<file path="src/rtl/alu_wb_buffer.sv">
// ALU result buffer: in-order circular FIFO feeding the writeback port.
// Optional ALU_WB_BYPASS_EN forwards a result straight through when empty.
module alu_wb_buffer #(
  parameter int unsigned XLEN          = 64,
  parameter int unsigned TRANS_ID_BITS = 3,
  parameter int unsigned DEPTH         = 4
) (
  input  logic                     clk_i,
  input  logic                     rst_ni,
  input  logic                     flush_i,
  input  logic                     alu_valid_i,
  input  logic [XLEN-1:0]          alu_result_i,
  input  logic [TRANS_ID_BITS-1:0] alu_trans_id_i,
  input  logic                     alu_branch_res_i,
  output logic                     alu_ready_o,
  output logic                     wb_valid_o,
  output logic [XLEN-1:0]          wb_result_o,
  output logic [TRANS_ID_BITS-1:0] wb_trans_id_o,
  output logic                     wb_branch_res_o,
  input  logic                     wb_ready_i,
  output logic [$clog2(DEPTH):0]   count_o,
  output logic                     overflow_o
);

  localparam int unsigned PW = $clog2(DEPTH);
  localparam int unsigned CW = PW + 1;

  typedef struct packed {
    logic [XLEN-1:0]          result;
    logic [TRANS_ID_BITS-1:0] trans_id;
    logic                     branch_res;
  } entry_t;

  entry_t          mem [DEPTH];
  entry_t          in_entry;
  entry_t          head;
  logic [PW-1:0]   rd_ptr;
  logic [PW-1:0]   wr_ptr;
  logic [CW-1:0]   count;
  logic            buf_valid;
  logic            bypass;
  logic            push;
  logic            pop;

  assign in_entry.result     = alu_result_i;
  assign in_entry.trans_id   = alu_trans_id_i;
  assign in_entry.branch_res = alu_branch_res_i;

  assign buf_valid   = (count != '0);
  assign alu_ready_o = (count != CW'(DEPTH));

`ifdef ALU_WB_BYPASS_EN
  assign bypass = !buf_valid & alu_valid_i
                & wb_ready_i & !flush_i;
`else
  assign bypass = 1'b0;
`endif

  // A bypassed result is consumed directly and never occupies a slot.
  assign push = alu_valid_i & alu_ready_o
              & !flush_i & !bypass;
  assign pop  = buf_valid & wb_ready_i & !flush_i;

  always_ff @(posedge clk_i) begin
    if (push) mem[wr_ptr] <= in_entry;
  end

  always_ff @(posedge clk_i or negedge rst_ni) begin
    if (!rst_ni) begin
      rd_ptr     <= '0;
      wr_ptr     <= '0;
      count      <= '0;
      overflow_o <= 1'b0;
    end else if (flush_i) begin
      rd_ptr     <= '0;
      wr_ptr     <= '0;
      count      <= '0;
      overflow_o <= 1'b0;
    end else begin
      if (push) wr_ptr <= wr_ptr + PW'(1);
      if (pop)  rd_ptr <= rd_ptr + PW'(1);
      count <= count + CW'(push) - CW'(pop);
      if (alu_valid_i & !alu_ready_o)
        overflow_o <= 1'b1;
    end
  end

  always_comb begin
    head = '0;
    unique case (1'b1)
      bypass:    head = in_entry;
      buf_valid: head = mem[rd_ptr];
      default:   head = '0;
    endcase
  end

  assign wb_valid_o      = buf_valid | bypass;
  assign wb_result_o     = head.result;
  assign wb_trans_id_o   = head.trans_id;
  assign wb_branch_res_o = head.branch_res;
  assign count_o         = count;

endmodule

</file>
<file path="config.mk">
export PLATFORM = sky130hd
export DESIGN_NAME = alu_wb_buffer
export DESIGN_NICKNAME = d
export VERILOG_FILES = /design/src/rtl/alu_wb_buffer.sv
export SDC_FILE = /design/constraint.sdc
export NUM_CORES = 1
export LEC_CHECK = 0
export BUFFER_PORTS_ARGS = -buffer_cell sky130_fd_sc_hd__buf_4
export CAP_MARGIN = 20
export CORE_UTILIZATION = 52
export CTS_BUF_LIST = sky130_fd_sc_hd__clkbuf_16
export DETAILED_ROUTE_END_ITERATION = 12
export PLACE_DENSITY = 0.81
export RECOVER_POWER = 100
export SYNTH_ARGS = -nofsm -noshare
export SYNTH_HDL_FRONTEND = slang
export SYNTH_SLANG_ARGS = --single-unit
</file>
<file path="constraint.sdc">
create_clock -name clk_i -period 3 [get_ports clk_i]
set_input_delay 0.15 -clock clk_i [delete_from_list [all_inputs] [get_ports clk_i]]
set_output_delay 0.15 -clock clk_i [all_outputs]
set_load 0.005 [all_outputs]
</file>
### Yosys cells after proc, flatten, opt, wreduce, memory -nomap -nowiden

Memories as Yosys holds them, arrays and structs flattened.
Cells that the tools add are included.

| storage, ports and cells | value |
|---|---|
| register bits after elaboration | 8 |
| RAM bits | 272 |
| input bits | 73 |
| output and inout port bits | 74 |
| logic and storage cells | 31 |
| memories | 1 |

| operators by class | value |
|---|---|
| add/subtract/negate cells | 4 |
| equal/unequal tests | 1 |
| mux-type cells | 10 |
| bitwise logic cells | 5 |
| reduce and logical (&&, ||, !) cells | 6 |

Memories:

| memory | words | width | rd ports | clocked after Yosys merged registers in | write ports | line | text |
|---|---|---|---|---|---|---|---|
| mem | 4 | 68 | 1 | 0 | 1 | 34 | `entry_t mem [DEPTH];` |

Operators with widths:

| cell | count |
|---|---|
| 68-bit 2-to-1 mux | 1 |
| 2-bit 2-to-1 mux | 4 |
| 2-bit nonzero test | 3 |
| 1-bit bitwise AND | 5 |
| 2-bit by 1-bit adder with 2-bit output, second input constant | 2 |
| 1-bit 2-to-1 mux | 4 |
| 3-bit by 1-bit adder with 3-bit output | 1 |
| 3-bit 2-to-1 mux | 1 |
| 3-bit != test, second input constant | 1 |
| 3-bit nonzero test | 1 |
| 3-bit by 1-bit subtractor with 3-bit output | 1 |
| 1-bit zero test | 2 |

### Logic depth before layout (Yosys ltp)

Gate-level depths: netlist of run 1.

| logic depth | value |
|---|---|
| depth after elaboration | 6 |
| depth in mapped cells | 11 |
| mapped depth without buffers | 11 |

### Least setup slack after synthesis of run 1

No wires, ideal clock.

| timing | value |
|---|---|
| path kind | reg2reg |
| start | register count[2], in the netlist count_o[2] |
| end | memory mem[2][0] in the netlist's numbering, enable pin |
| arrival time | 2.532 ns |
| data required time | 2.567 ns |
| setup slack | 0.035 ns |
| stages on the path, launching flop included | 4 |
| buffers on the path | 0 |
| cell sequence | dfrtp_1 nor3b_1 nor3_1 and2_1 |

| on the way | value |
|---|---|
| longest elaborated chain between the ends | 5 |

RTL lines:

| what | line | text |
|---|---|---|
| from (decl) | 39 | `logic [CW-1:0] count;` |
| from (signal assigned) | 82 | `count <= count + CW'(push) - CW'(pop);` |
| 3-bit != test | 50 | `assign alu_ready_o = (count != CW'(DEPTH));` |
| 1-bit bitwise AND | 60 | `assign push = alu_valid_i & alu_ready_o` |
| 1-bit bitwise AND | 61 | `& !flush_i & !bypass;` |
| 1-bit 2-to-1 mux | 65 | `if (push) mem[wr_ptr] <= in_entry;` |
| 1-bit 2-to-1 mux (implied by the code) | 65 |  |
| to (decl) | 34 |  |

Every way passes these cells.

### Worst setup path after layout of run 1

| timing | value |
|---|---|
| start | register rd_ptr[0] |
| end | output wb_result_o[45] |

| on the way | value |
|---|---|
| longest elaborated chain between the ends | 2 |

RTL lines:

| what | line | text |
|---|---|---|
| from (decl) | 37 | `logic [PW-1:0] rd_ptr;` |
| from (signal assigned) | 81 | `if (pop) rd_ptr <= rd_ptr + PW'(1);` |
| memory read 4 x 68 bit | - |  |
| 68-bit 2-to-1 mux | 90 | `unique case (1'b1)` |
| to (decl) | 17 | `output logic [XLEN-1:0] wb_result_o,` |

Every way passes these cells.

==> results of run 1 <==
==> registers in the layout (all words and copies together) (netlist names) <==
name,flops
mem,272
count_o,3
rd_ptr,2
wr_ptr,2
overflow_o,1
==> worst paths after layout <==
check                      startpoint              end  slack (ns)
max                         rd_ptr[0]  wb_result_o[45]        0.24
min                        wb_ready_i        rd_ptr[1]        0.06
max reg2reg                count_o[2]       mem[0][31]        0.30
min reg2reg                overflow_o       overflow_o        0.56
max in group asynchronous      rst_ni        rd_ptr[0]        2.02
min in group asynchronous      rst_ni       overflow_o        0.66
==> per-stage QoR <==
stage | cells | power [mW]
floorplan | 484 | 6.42
global placement | 889 | 7.46
detailed placement | 889 | 7.53
CTS | 1013 | 11.1
global route | 1014 | 11.3
finish | 1014 | 10.9
==> worst max-delay path: stages (launching register included) <==
cell and delay (ns):
dfrtp_4 0.66, buf_6 0.44, mux4_2 0.60, and2_1 0.20, buf_4 0.14
==> area by class of cell <==
type                       count  area [sq um]  area share, %
sequential                   280          8370           61.4
multi-input combinational    172          2230           16.4
timing repair buffer         233          1730           12.7
clock buffer                  29           726           5.33
tap                          270           338           2.48
clock inverter                23           201           1.48
inverter                       7          26.3          0.193
==> what timing repair did <==
action,in CTS,in global routing
setup buffers,0,0
hold buffers,72,0
endpoints found under the hold margin,288,0
==> cells by family after synthesis <==
logic type                 after synthesis  share of synthesized area [%]
buffers and inverters                   32                           2.49
xor gates and xnor gates                 3                          0.242
muxes                                   69                           14.2
and+or+nand+nor                         88                           4.89
adders and majority gates                7                          0.875
DFF                                    280                           77.0
AOI/OAI and AO/OA                        5                          0.288
==> layer usage <==
layer	track usage, %	part of all wire [%]	vias to the layer above
li1	-	-	2427
met1	27.4	42	2868
met2	33.3	51	196
met3	3.84	5.5	38
met4	5.16	2.0	0
met5	0	0	-
==> placed cells by master, fill, tap and decap left out, types with 2 or more instances in the layout <==
cell type	count
a21oi_1	2
and2_0	46
and2_1	24
and2_2	3
buf_12	5
buf_4	56
bufinv_16	4
clkbuf_1	74
clkbuf_16	29
clkbuf_2	2
clkbuf_4	22
clkinv_1	7
clkinv_2	8
dfrtp_1	6
dlygate4sd3_1	72
edfxtp_1	272
ha_1	6
inv_1	11
mux4_2	68
nand2b_1	2
nor2_1	7
nor3_1	2
or3_1	2
xor2_1	3
==> report_power, final <==
group,leakage [nW],switching [mW],total (mW),internal (mW)
sequential,2.57,0.151,4.67,4.52
combinational,1.51,1.21,2.76,1.55
clock,0.477,1.38,3.46,2.08
total,4.55,2.74,10.9,8.16
==> run_results.csv, run 1 <==
group,metric,value,unit
timing,rsz0062_at_grt,"no",
grt,grt_antenna_before_repair,0,
timing,fin_tns_setup,0,ns
grt,grt_pass1_vias,5828,
final_layout,syn_to_final_growth,25.4,%
timing,fmax,362,MHz
drt,drt_wl_total,21100,um
placement,dp_hpwl,12800,um
clock_network,cts_tree,"done",
synth,ys_types,24,
synth,synth_area,10900,sq um
drt,drt_iter0_markers,365,
synth,synth_edf_count,272,
clock_network,clock_latency,0.53,ns
timing,timing.final.ws_setup,0.236,ns
synth,syn_inst,484,
clock_network,post_cts_resized,0,
floorplan,rows,52,
pwr,cellPowerDensity,799,nW/um^2
synth,yosys_warnings,0,
clock_network,numCtsBuffers,28,
run_status,outcome,"finished, final reports clean",
synth,ys_async_sr_fraction,2.86,%
synth,synth_top_area_share,75.2,%
clock_network,clockBufferDepth,3,
timing,finalHoldViolations,0,
drt,ant_nets,0,
timing,maxSlewHeadroom,30.0,%
timing,hold_slack,0.0630,ns
critical_path,cp.arrival,2.61,ns
critical_path,worst-r2r-cell-count,6,
placement,gp_congestion,0.793,
timing,worstMarginPinSlew,1.05,ns
timing,setup_viol,0,
synth,synth_top_cell_by_area,"edfxtp_1",
synth,yosysMostFrequentCell,"edfxtp_1",
clock_network,cts_root_buffer,"clkbuf_16",
floorplan,start_util,53.3,%
min_path,min_path_cells,4,
floorplan,ios,147,
drt,num_vias,5529,
final_layout,nets,802,
grt,grt_pass1_wl,32500,um
timing,period_minus_slack,2.76,ns
drt,via_per_inst,5.45,
run,cap_violations,0,
grt,grt_max_degree,70,
placement,postPlaceCellArea,12300,sq um
placement,pre_cts_ws,0.442,ns
synth,ys_seq_area_share,77.0,%
clock_network,cts.reportedPaths.clkPinSlew,0.06,ns
min_path,hold_path_class,"primary input to flip-flop",
final_layout,antenna_cells,0,
critical_path,path_class,"flip-flop to primary output",
placement,io_buffers,146,
floorplan,coreArea,20400,sq um
floorplan,die_area,21500,sq um
final_layout,n_fill_cell,1366,
clock_network,clock_sinks,280,
critical_path,worstPathRequired,2.85,ns
pwr,total_leakage_power,4.55,nW
final_layout,final_cell_area,13600,sq um
synth,syn_avg_cell_area,22.4,sq um
pwr,ir_worst_vdd,0.651,mV
floorplan,fp.dieW,147,um
final_layout,layout-drive-gt1-share,27.0,%
timing,fin_crit_sh,92.1,%
drt,detail_route.wl_per_cell,20.8,um
critical_path,cp_max_fo,32,
final_layout,finish.utilization,66.9,%
critical_path,end_kind,"primary output",
synth,syn_nets,564,
critical_path,worst_setup_path_start_kind,"flip-flop",
grt,gr-usage-all-layers,20.0,%
synth,ys_ff_latch,280,
floorplan,die_h,147,um
clock_network,cts_max_level,1,
timing,fin_skew,0.0120,ns
timing,drv_slew,0,
grt,grt_overflow_total,0,
synth,synthTopCellsByArea,"edfxtp_1 (75%), mux4_2 (14%), and2_1 (4.2%)",
synth,synthFlopType,"edfxtp_1",
synth,yosys-top-cells-count,"edfxtp_1 (272), and2_1 (73), mux4_2 (68)",
drt,drc,0,
drt,dr.pass1.iters,5,
No activity file was read; power rests on OpenSTA's default activity.
==> run 2: changes to the inputs <==
--- a/config.mk
+++ b/config.mk
@@ -7,11 +7,13 @@
 export LEC_CHECK = 0
 export BUFFER_PORTS_ARGS = -buffer_cell sky130_fd_sc_hd__buf_4
 export CAP_MARGIN = 20
+export CORE_MARGIN = 4
 export CORE_UTILIZATION = 52
 export CTS_BUF_LIST = sky130_fd_sc_hd__clkbuf_16
 export DETAILED_ROUTE_END_ITERATION = 12
 export PLACE_DENSITY = 0.81
 export RECOVER_POWER = 100
+export SLEW_MARGIN = 30
 export SYNTH_ARGS = -nofsm -noshare
 export SYNTH_HDL_FRONTEND = slang
 export SYNTH_SLANG_ARGS = --single-unit
==> constraint.sdc (replaced) <==
create_clock -name clk_i -period 3 [get_ports clk_i]
set_input_delay 0 -clock clk_i [delete_from_list [all_inputs] [get_ports clk_i]]
set_output_delay 0 -clock clk_i [all_outputs]
set_load 0.005 [all_outputs]
==> run 2 against run 1 <==
Net effect:
- routed wire length is 2.0% higher
- combinational power fell by 3%
- clock skew is essentially flat
- worst setup slack better by 0.061 ns
- non-clock buffer count increased by 5
- largest cell class unchanged
==> run_results.csv, run 2 (synthesized netlist as in run 1, its figures left out) <==
group,metric,value,unit
timing,period_minus_slack,2.70,ns
pwr,p_clk_share,29.5,%
placement,dp_hpwl,12900,um
drt,drc,0,
placement,gp_congestion,0.776,
clock_network,cts_root_buffer,"clkbuf_16",
pwr,cellPowerDensity,776,nW/um^2
final_layout,nets,806,
clock_network,cts.reportedPaths.clkPinSlew,0.06,ns
final_layout,layout_commonest_cell,"edfxtp_1",
floorplan,die_h,153,um
timing,finalHoldViolations,0,
pwr,p_switching,2.67,mW
timing,worstMarginPinSlew,1.16,ns
placement,dp.cells,893,
critical_path,cp.arrival,2.90,ns
drt,dr.pass1.iters,7,
grt,grt_max_degree,70,
final_layout,largest_reg_flops,272,
timing,maxSlewHeadroom,22.8,%
timing,rsz0062_at_grt,"no",
clock_network,cts_max_level,1,
final_layout,largest_register,"mem",
pwr,total_leakage_power,4.52,nW
critical_path,cp_max_fo,32,
min_path,hold_path.startpoint,"alu_result_i[56]",
clock_network,cts_tree,"done",
floorplan,coreArea,20400,sq um
critical_path,worstPathRequired,3.19,ns
drt,ant_nets,0,
timing,drv_slew,0,
timing,fin_skew,0.0121,ns
placement,postPlaceCellArea,12300,sq um
grt,gr-usage-all-layers,18.6,%
final_layout,n_fill_cell,1367,
critical_path,path_class,"flip-flop to flip-flop",
clock_network,postCtsSetupBuffers,0,
clock_network,clock_sinks,280,
placement,pre_cts_ws,0.436,ns
grt,grt_pass1_wl,34000,um
final_layout,syn_to_final_growth,24.7,%
grt,grt_antenna_before_repair,0,
clock_network,clock_latency,0.52,ns
floorplan,start_util,53.3,%
run_status,outcome,"finished, final reports clean",
timing,timing.final.ws_setup,0.297,ns
floorplan,rows,52,
floorplan,die_area,23300,sq um
critical_path,worst_setup_path_start_kind,"flip-flop",
clock_network,clockBufferDepth,3,
drt,detail_route.wl_per_cell,21.2,um
final_layout,multi_input_area,2230,sq um
final_layout,final_cell_area,13500,sq um
pwr,ir_worst_vdd,0.756,mV
timing,fin_crit_sh,90.1,%
critical_path,r2r_start,"count_o[2]",
pwr,power_frac_seq,45.0,%
placement,io_buffers,146,
grt,grt_pass1_vias,5989,
pwr,comb_power_share,25.5,%
floorplan,ios,147,
timing,fin_tns_setup,0,ns
timing,setup_viol,0,
final_layout,register_area,8380,sq um
timing,hold_slack,0.280,ns
pwr,internal_power,7.85,mW
clock_network,numCtsBuffers,27,
critical_path,startpoint,"count_o[2]",
final_layout,layout-drive-gt1-share,26.6,%
drt,num_vias,5431,
drt,drt_iter0_markers,365,
floorplan,fp.dieW,153,um
grt,grt_overflow_total,0,
critical_path,end_kind,"flip-flop",
final_layout,final_cell_mix,"edfxtp_1 (272), clkbuf_1 (77), dlygate4sd3_1 (74), mux4_2 (68), buf_4 (65)",
clock_network,post_cts_resized,0,
final_layout,antenna_cells,0,
run,cap_violations,0,
drt,drt_wl_total,21500,um
drt,via_per_inst,5.36,
final_layout,stdcell_count,1014,
pwr,switching_share,25.4,%
timing,fmax,370,MHz
min_path,hold_path_class,"primary input to flip-flop",
==> run 2: metal layers <==
| metal | wire, um | track usage, % | part of all wire [%] |
|---|---|---|---|
| met4 | 390 | 4.03 | 1.8 |
| met3 | 1510 | 3.86 | 7.0 |
| met5 | 0 | 0 | 0 |
| met2 | 11000 | 31.3 | 51 |
| met1 | 8600 | 25.6 | 40 |
==> run 2: final timing paths <==
check / depth (start not counted) / to / slack [ns]
hold reg to reg: 2 / overflow_o / 0.54
hold / removal: 2 / mem[1][60] / 0.28
max in group asynchronous: 3 / rd_ptr[1] / 2.17
setup reg to reg: 6 / mem[2][42] / 0.30
setup / recovery: 6 / mem[2][42] / 0.30
min in group asynchronous: 3 / wr_ptr[1] / 0.51
==> run 2: critical path, cell delays in order, from the launching register on <==
cell      delay, ns
dfrtp_1        0.43
nor3b_1        0.17
clkbuf_1       0.17
nor3_1         0.21
clkbuf_1       0.18
and2_2         0.78
clkbuf_2       0.41
==> run 2: layout make-up <==
type	count	area share, %
Sequential cell	280	61.8
Multi-Input combinational cell	172	16.5
Timing Repair Buffer	238	13.0
Clock buffer	27	4.99
Tap cell	270	2.49
Clock inverter	20	1.01
Inverter	7	0.194
==> run 2: through the flow <==
stage | power [mW] | util, %
2_1_floorplan | 6.42 | -
3_3_place_gp | 7.50 | 60.4
3_5_place_dp | 7.58 | 60.4
4_1_cts | 10.8 | 68.0
5_1_grt | 11.1 | 66.5
6_report | 10.5 | 66.5
==> run 2: repair_timing <==
item	4_1_cts	5_1_grt
hold buffers	74	0
setup endpoints to repair	0	0
endpoints found under the hold margin	288	0
==> run 2: power by group through the flow <==
stage,clock network (mW),registers [mW],logic (mW)
after detailed placement,0,4.83,2.75
after global routing,3.36,4.77,2.93
after floorplan,0,4.66,1.76
after global placement,0,4.80,2.70
after CTS,3.15,4.75,2.85
final,3.10,4.74,2.68
